**src/rtl/fir_tdf_param_if.sv**
```systemverilog
// Sample, coefficient-load and output bundle for fir_tdf_param.
// The master drives samples and control; the slave is the filter.
interface fir_tdf_param_if #(
  parameter int DW  = 8,
  parameter int CW  = 8,
  parameter int OW  = 16,
  parameter int AWD = 3
);
  logic                  clr;
  logic                  xin_valid;
  logic signed [DW-1:0]  xin;
  logic                  coef_we;
  logic        [AWD-1:0] coef_addr;
  logic signed [CW-1:0]  coef_data;
  logic                  sat_en;
  logic                  ovf_clr;
  logic                  yout_valid;
  logic signed [OW-1:0]  yout;
  logic                  ovf;

  modport master (
    output clr, xin_valid, xin, coef_we, coef_addr, coef_data, sat_en, ovf_clr,
    input  yout_valid, yout, ovf
  );

  modport slave (
    input  clr, xin_valid, xin, coef_we, coef_addr, coef_data, sat_en, ovf_clr,
    output yout_valid, yout, ovf
  );
endinterface

```
**src/rtl/fir_tdf_param.sv**
```systemverilog
// Parametrised transposed-direct-form FIR with run-time coefficients,
// valid-gated flow, scaled saturating/wrapping output and sticky overflow.
module fir_tdf_param #(
  parameter int NTAPS = 8,
  parameter int DW    = 8,
  parameter int CW    = 8,
  parameter int OW    = 16,
  parameter int SHIFT = 0
) (
  input  logic           clk,
  input  logic           rst_n,
  fir_tdf_param_if.slave bus
);
  localparam int AWD = $clog2(NTAPS);
  localparam int AW  = DW + CW + $clog2(NTAPS);
  localparam int SW  = (AW > OW) ? AW : OW;

  localparam logic signed [OW-1:0] Y_MAX = {1'b0, {(OW-1){1'b1}}};
  localparam logic signed [OW-1:0] Y_MIN = {1'b1, {(OW-1){1'b0}}};

  logic signed [CW-1:0] h_q  [NTAPS];
  logic signed [AW-1:0] prod [NTAPS];
  logic signed [AW-1:0] q_q  [1:NTAPS-1];
  logic signed [AW-1:0] q_d  [1:NTAPS-1];
  logic signed [AW-1:0] acc;
  logic signed [SW-1:0] s_ext;
  logic signed [OW-1:0] yout_q, yout_d;
  logic                 yout_valid_q;
  logic                 ovf_q, ovf_d;
  logic                 fits;
  logic                 accept;
  logic                 coef_hit;
  logic [AWD-1:0]       coef_addr;

  // A sample presented together with clr is dropped, so it cannot raise ovf.
  assign accept    = bus.xin_valid & ~bus.clr;
  assign coef_addr = bus.coef_addr;
  assign coef_hit  = bus.coef_we && (int'(coef_addr) < NTAPS);

  always_comb begin
    // NOTE: every variable here gets a value on every path before any
    // conditional override, so no latch can be inferred.
    for (int k = 0; k < NTAPS; k++) begin
      prod[k] = AW'(h_q[k]) * AW'(bus.xin);
    end
    q_d[NTAPS-1] = prod[NTAPS-1];
    for (int k = 1; k < NTAPS-1; k++) begin
      q_d[k] = q_q[k+1] + prod[k];
    end
    acc   = q_q[1] + prod[0];
    s_ext = SW'(acc >>> SHIFT);

    // Fits in OW bits when every bit from the OW-1 sign position up agrees.
    fits   = (&s_ext[SW-1:OW-1]) | ~(|s_ext[SW-1:OW-1]);
    yout_d = s_ext[OW-1:0];
    if (!fits && bus.sat_en) begin
      yout_d = s_ext[SW-1] ? Y_MIN : Y_MAX;
    end

    ovf_d = ovf_q;
    if (bus.ovf_clr) begin
      ovf_d = 1'b0;
    end
    if (accept && !fits) begin
      ovf_d = 1'b1;
    end
  end

  // NOTE: the coefficient file is built from flops, not RAM, because reset
  // must load it with the identity response h[0]=1, h[1..]=0.
  always_ff @(posedge clk or negedge rst_n) begin
    if (!rst_n) begin
      for (int k = 0; k < NTAPS; k++) begin
        h_q[k] <= CW'(k == 0);
      end
    end else if (coef_hit) begin
      h_q[coef_addr] <= bus.coef_data;
    end
  end

  always_ff @(posedge clk or negedge rst_n) begin
    // NOTE: non-blocking assignments make each register take the pre-edge
    // value of its neighbour, which the transposed chain relies on.
    if (!rst_n) begin
      q_q          <= '{default: '0};
      yout_q       <= '0;
      yout_valid_q <= 1'b0;
      ovf_q        <= 1'b0;
    end else begin
      ovf_q <= ovf_d;
      if (bus.clr) begin
        q_q          <= '{default: '0};
        yout_q       <= '0;
        yout_valid_q <= 1'b0;
      end else begin
        yout_valid_q <= bus.xin_valid;
        if (bus.xin_valid) begin
          q_q    <= q_d;
          yout_q <= yout_d;
        end
      end
    end
  end

  assign bus.yout       = yout_q;
  assign bus.yout_valid = yout_valid_q;
  assign bus.ovf        = ovf_q;
endmodule

```
**src/flat_wrapper.sv**
```systemverilog
// flat-port wrapper written by rule: the top's interface ports become plain ports
module fir_tdf_param_flat 
#(
  parameter int NTAPS = 8,
  parameter int DW    = 8,
  parameter int CW    = 8,
  parameter int OW    = 16,
  parameter int SHIFT = 0
)
  (clk, rst_n, bus_clr, bus_xin_valid, bus_xin, bus_coef_we, bus_coef_addr, bus_coef_data, bus_sat_en, bus_ovf_clr, bus_yout_valid, bus_yout, bus_ovf);
  fir_tdf_param_if #(.DW(DW), .CW(CW), .OW(OW), .AWD((3))) bus_i ();
  input  logic clk;
  input  logic rst_n;
  input wire logic [$bits(bus_i.clr)-1:0] bus_clr;
  input wire logic [$bits(bus_i.xin_valid)-1:0] bus_xin_valid;
  input wire logic [$bits(bus_i.xin)-1:0] bus_xin;
  input wire logic [$bits(bus_i.coef_we)-1:0] bus_coef_we;
  input wire logic [$bits(bus_i.coef_addr)-1:0] bus_coef_addr;
  input wire logic [$bits(bus_i.coef_data)-1:0] bus_coef_data;
  input wire logic [$bits(bus_i.sat_en)-1:0] bus_sat_en;
  input wire logic [$bits(bus_i.ovf_clr)-1:0] bus_ovf_clr;
  output wire logic [$bits(bus_i.yout_valid)-1:0] bus_yout_valid;
  output wire logic [$bits(bus_i.yout)-1:0] bus_yout;
  output wire logic [$bits(bus_i.ovf)-1:0] bus_ovf;
  assign bus_i.clr = bus_clr;
  assign bus_i.xin_valid = bus_xin_valid;
  assign bus_i.xin = bus_xin;
  assign bus_i.coef_we = bus_coef_we;
  assign bus_i.coef_addr = bus_coef_addr;
  assign bus_i.coef_data = bus_coef_data;
  assign bus_i.sat_en = bus_sat_en;
  assign bus_i.ovf_clr = bus_ovf_clr;
  assign bus_yout_valid = bus_i.yout_valid;
  assign bus_yout = bus_i.yout;
  assign bus_ovf = bus_i.ovf;
  fir_tdf_param #(.NTAPS(NTAPS), .DW(DW), .CW(CW), .OW(OW), .SHIFT(SHIFT)) u_core (.clk(clk), .rst_n(rst_n), .bus(bus_i));
endmodule
```
**config.mk**
```make
export PLATFORM = sky130hd
export DESIGN_NAME = fir_tdf_param_flat
export DESIGN_NICKNAME = d
export VERILOG_FILES = /design/src/rtl/fir_tdf_param_if.sv /design/src/rtl/fir_tdf_param.sv /design/src/flat_wrapper.sv
export SDC_FILE = /design/constraint.sdc
export NUM_CORES = 2
export LEC_CHECK = 0
export CAP_MARGIN = 0
export CORE_MARGIN = 3
export CORE_UTILIZATION = 50
export CTS_BUF_LIST = sky130_fd_sc_hd__clkbuf_8
export DETAILED_ROUTE_END_ITERATION = 10
export PLACE_DENSITY = 0.77
export SLEW_MARGIN = 20
export SYNTH_ARGS = -nofsm -noshare
export SYNTH_HDL_FRONTEND = slang
export SYNTH_SLANG_ARGS = --single-unit
export TNS_END_PERCENT = 1
```
**constraint.sdc**
```tcl
create_clock -name clk -period 18.5 [get_ports clk]
set_clock_uncertainty 0.05 [all_clocks]
set_input_delay 2.775 -clock clk [delete_from_list [all_inputs] [get_ports clk]]
set_output_delay 2.775 -clock clk [all_outputs]
set_load 0.02 [all_outputs]
```
# Word level (Yosys, flattened, before mapping)
# Cells that the tools add are included.
# word_totals
word_cells	60
n_memories	0
output_inout_bits	18
reg_bits	215
ram_bits	0
in_bits	26
latch_bits	0
romBits	0
# classes
n_div	0
shift	0
reduce_logical	8
muxes	12
mul	8
n_eq_ne	0
n_bitwise	5
addsub	7
n_lt_le_gt_ge	2
# ops
op	count
$mux 133	2
$add 19x19->19	7
$mul 8x8->16	8
$bwmux 64	1
$mux 16	4
$demux 8 s3	1
$mux 8	1
$ge 4x4->1 const B	1
$lt 4x1->1 const B	1
$not 3->4	1
$reduce_and 4->1	1
$reduce_bool 2->1	2
$reduce_or 4->1	1
$logic_and 1x1->1	3
$mux 1	3
$not 1->1	2
$and 1x1->1	1
$logic_not 1->1	1
$or 1x1->1	1

# Depth between registers and ports, before layout
# logic_depth
ltp_word	10
mapped_depth	30
depth_no_buf	27

# Worst setup path after synthesis
# Ideal clock, no wire load.
# synth_timing
path_type	input port to flip-flop
start	in bus_xin[5]
end	reg u_core.yout_q[10] (netlist: u_core.bus.yout[10])
arrival_ns	8.858
slack_ns	9.445
setup_time_ns	0.147
required_ns	18.303
n_path_buf	3
path_stages	25
path_cell_list	clkbuf_1 -> clkbuf_1 -> nand2_1 -> fa_1 -> fa_1 -> inv_1 -> fa_1 -> inv_1 -> fa_1 -> inv_1 -> ha_1 -> o21ai_0 -> o21bai_1 -> o311a_1 -> a311o_1 -> o31ai_2 -> xnor2_1 -> ha_1 -> or2_2 -> a2111o_1 -> o21ai_0 -> xor3_1 -> a311oi_4 -> buf_6 -> o311ai_1
# synth_between
elab_chain_len	10
word_cells_on_any_way	12
classes_between	add/sub (1); mul (1); mux (4); bitwise (2); reduce/logical (4)
# synth_rtl
item	line_no	rtl
start: declaration	flat_wrapper.sv:16	input wire logic [$bits(bus_i.xin)-1:0] bus_xin;
$mul 8x8->16 *	fir_tdf_param.sv:44	prod[k] = AW'(h_q[k]) * AW'(bus.xin);
$add 19x19->19 *	fir_tdf_param.sv:50	acc = q_q[1] + prod[0];
$reduce_or 4->1	fir_tdf_param.sv:54	fits = (&s_ext[SW-1:OW-1]) | ~(|s_ext[SW-1:OW-1]);
$not 1->1	fir_tdf_param.sv:54	
$or 1x1->1	fir_tdf_param.sv:54	
$logic_not 1->1	fir_tdf_param.sv:56	if (!fits && bus.sat_en) begin
$logic_and 1x1->1	fir_tdf_param.sv:56	
$mux 16 *	fir_tdf_param.sv:56	
$mux 16 *	fir_tdf_param.sv:97	if (bus.xin_valid) begin
$mux 16 *	fir_tdf_param.sv:91	if (bus.clr) begin
end signal: assignment	fir_tdf_param.sv:99	yout_q <= yout_d;
end: declaration	fir_tdf_param.sv:27	logic signed [OW-1:0] yout_q, yout_d;
# Mark *: on every way between the ends. The rest lies on a longest branch, timed or not. The select of a mux whose other input is x is not followed.
# A chain may end at the register's enable or synchronous reset.

# Final worst setup path
# layout_timing
start	in bus_xin[2]
end	reg u_core.yout_q[2] (netlist: u_core.bus.yout[2])
# The elaborated chain is that of the path after synthesis.

==> impl_metrics.tcl <==
set metrics [dict create \
    global_route_wire_length_before_repair_um 129000 \
    grt_setup_unrepaired "false" \
    run_status "completed" \
    cts_root_buffer "clkbuf_8" \
    cts_buffers 42 \
    synth-seq-area-share 0.161 \
    max_slew_margin 0.334 \
    io_pins 44 \
    clock_tree.htree_level_count 2 \
    wirelength_um 78000 \
    critPathLaunch "bus_xin[2]" \
    clock_transition_time_at_the_flip_flop_clock_pins_of_the_worst_setup_and_hold_paths_ns 0.05 \
    worst_path_most_repeated_cell "fa_1" \
    grt_remaining_overflow 0 \
    post_cts_buffers 0 \
    final-setup-viol-count 0 \
    pre_cts_ws_ns 8.18 \
    layout_commonest_cell "inv_1" \
    startpoint_type "input pin" \
    setup-tns-final_ns 0 \
    timing.critical_path.slowest_cell_delay_ns 0.70 \
    synth_nets 4376 \
    critical_path.n_buffers_inverters 5 \
    finalCoreUtilization 0.543 \
    grt_antenna_before_repair 5 \
    finalHoldViolations 0 \
    floorplan.initialDensity 0.509 \
    drt_iter0_markers 1649 \
    vias_per_cell 5.49 \
    fin_cells 4442 \
    worstMarginPinSlew_ns 0.992 \
    cts_tree "built" \
    path_class "in2reg" \
    critPathMaxFanout 64 \
    number_of_enable_flip_flop_cells_after_synthesis 0 \
    avgSynthCellArea_um2 9.30 \
    rrSetupSlack_ns 11.30 \
    vias_in_the_first_global_route 25012 \
    synth-seq-cells 212 \
    post-route-period-util 0.512 \
    critPathSlowestCell "fa_1" \
    gpl.final_weighted_congestion 0.921 \
    area_of_the_die_um2 69100 \
    syn-cell-area_um2 33000 \
    nFillCells 5639 \
    final_critical_path_setup_slack_ns 9.03 \
    core_um2 64800 \
    cp.required_ns 18.87 \
    track_usage 0.231 \
    netlist_instances 3546 \
    reg2reg_from "u_core.h_q[61]$_DFFE_PN0P_" \
    final_nets 4382 \
    row_cnt 93 \
    final_period_minus_worst_setup_slack_ns 9.47 \
    synthToLayoutAreaGrowth_pct 6.63 \
    ys.warnings.count 0 \
    dr_total_vias 24370 \
    final_cell_mix "inv_1, fa_1, ha_1" \
    wl_per_cell_um 17.6 \
    maximum_number_of_pins_on_one_net_before_global_route_repair 111 \
    worstPathCellList "buf_2 -> buf_4 -> nand2_1 -> fa_1 -> fa_1 -> inv_1 -> fa_1 -> inv_1 -> fa_1 -> inv_1 -> ha_1 -> a21oi_1 -> nor2_1 -> a311o_1 -> o31ai_2 -> xnor2_1 -> ha_1 -> or2_2 -> a2111o_1 -> o21ai_0 -> xor3_1 -> a311oi_4 -> o311ai_0" \
    holdBufCountCts 0 \
    placedCellCount 4363 \
    dp_hpwl_um 59500 \
    cap_violations 0 \
    detail_route.first_pass.iterations 8 \
    fmax_mhz 106 \
    tritoncts_num_sinks 212 \
    timing.critical_path.max_delay_family "adder cells" \
    most_common_flop_cell_mapped_by_yosys "dfrtp_1" \
    place.port_buffers 43 \
    post_cts_resized 0 \
    die_span_in_x_um 263 \
    route.detailed.drc 0 \
    cp-end-kind "flip-flop" \
    detail_route_antenna_nets 0 \
    slew_violations 0 \
    critPathArrivalTime_ns 9.84 \
    hp-class "reg2reg" \
    hold_path_startpoint "u_core.q_q[10]$_DFFE_PN0P_" \
    synthArstFlopShare 1.00 \
    post_route_cells_drive_above_1_share 0.0488 \
    synth_cell_types 71 \
    insertion_delay_ns 0.62 \
    cts-root-to-sink-buffers 3 \
    die_height_um 263 \
]
kinds of logic (layout without fill, tap and decap cells):
family,after synthesis,after routing,share of synthesized area
simple gates,989,989,0.156
fa+ha+maj,804,804,0.407
buf+inv,724,764,0.0826
compound gates,480,480,0.0963
xor+xnor,222,222,0.0598
flops,212,212,0.161
mux,115,115,0.0373
other cells,0,1,0
cell usage after synthesis, types with 64 or more instances:
library cell | n | area [µm²]
xnor2_1 | 170 | 1490
nand2_1 | 250 | 938
clkbuf_1 | 87 | 327
nand2b_1 | 78 | 488
o21ai_0 | 102 | 510
fa_1 | 447 | 8950
dfrtp_1 | 211 | 5280
and2_1 | 311 | 1950
ha_1 | 357 | 4470
inv_1 | 626 | 2350
mux2_2 | 64 | 721
a21oi_1 | 131 | 656
nor2_1 | 138 | 518
sequential cells by signal (all words and copies together), names as in the netlist:
register,count
u_core.bus.ovf,1
u_core.bus.yout_valid,1
u_core.q_q,130
u_core.h_q,64
u_core.bus.yout,16
worst paths after layout:
kind	to	cells past startpoint
min in group asynchronous	u_core.bus.yout_valid$_DFF_PN0_	1
worst max-delay path	u_core.bus.yout[2]$_DFFE_PN0P_	23
max in group asynchronous	u_core.q_q[12]$_DFFE_PN0P_	2
worst max register to register	u_core.bus.yout[2]$_DFFE_PN0P_	24
worst min-delay path	u_core.q_q[10]$_DFFE_PN0P_	2
worst min register to register	u_core.q_q[10]$_DFFE_PN0P_	2
cell type report:
class / instances / area [µm²] / area share
multi-input combinational: 2610 / 25000 / 0.710
sequential: 212 / 5310 / 0.151
inverter: 626 / 2350 / 0.0668
tap: 855 / 1070 / 0.0304
clock buffer: 46 / 633 / 0.0180
timing repair buffer: 60 / 520 / 0.0148
clock inverter: 32 / 313 / 0.00890
antenna: 1 / 2.50 / 0.0000712
worst register-to-register path, delay by kind of cell, from the launching register on:
kind | cells | cell delay (ns)
compound gates | 10 | 2.72
simple gates | 2 | 0.45
xor+xnor | 2 | 0.45
fa+ha+maj | 6 | 2.68
flops | 1 | 0.51
buf+inv | 4 | 0.19
through the flow:
stage	area [µm²]	hold WS [ns]
finish	35200	0.440
global route	35200	0.470
floorplan	33000	0.395
CTS	35200	0.434
global placement	34200	0.418
detailed placement	34200	0.421
layer usage:
layer | part of all wire | up-vias | GRT usage
met4 | 0.021 | 0 | 0.0551
li1 | - | 11423 | -
met2 | 0.46 | 617 | 0.369
met3 | 0.071 | 112 | 0.0476
met5 | 0 | - | 0
met1 | 0.45 | 12218 | 0.323
Power is left out: the tool's default activity adds up to more than one toggle a clock period on the data nets, which glitch-free logic cannot reach.
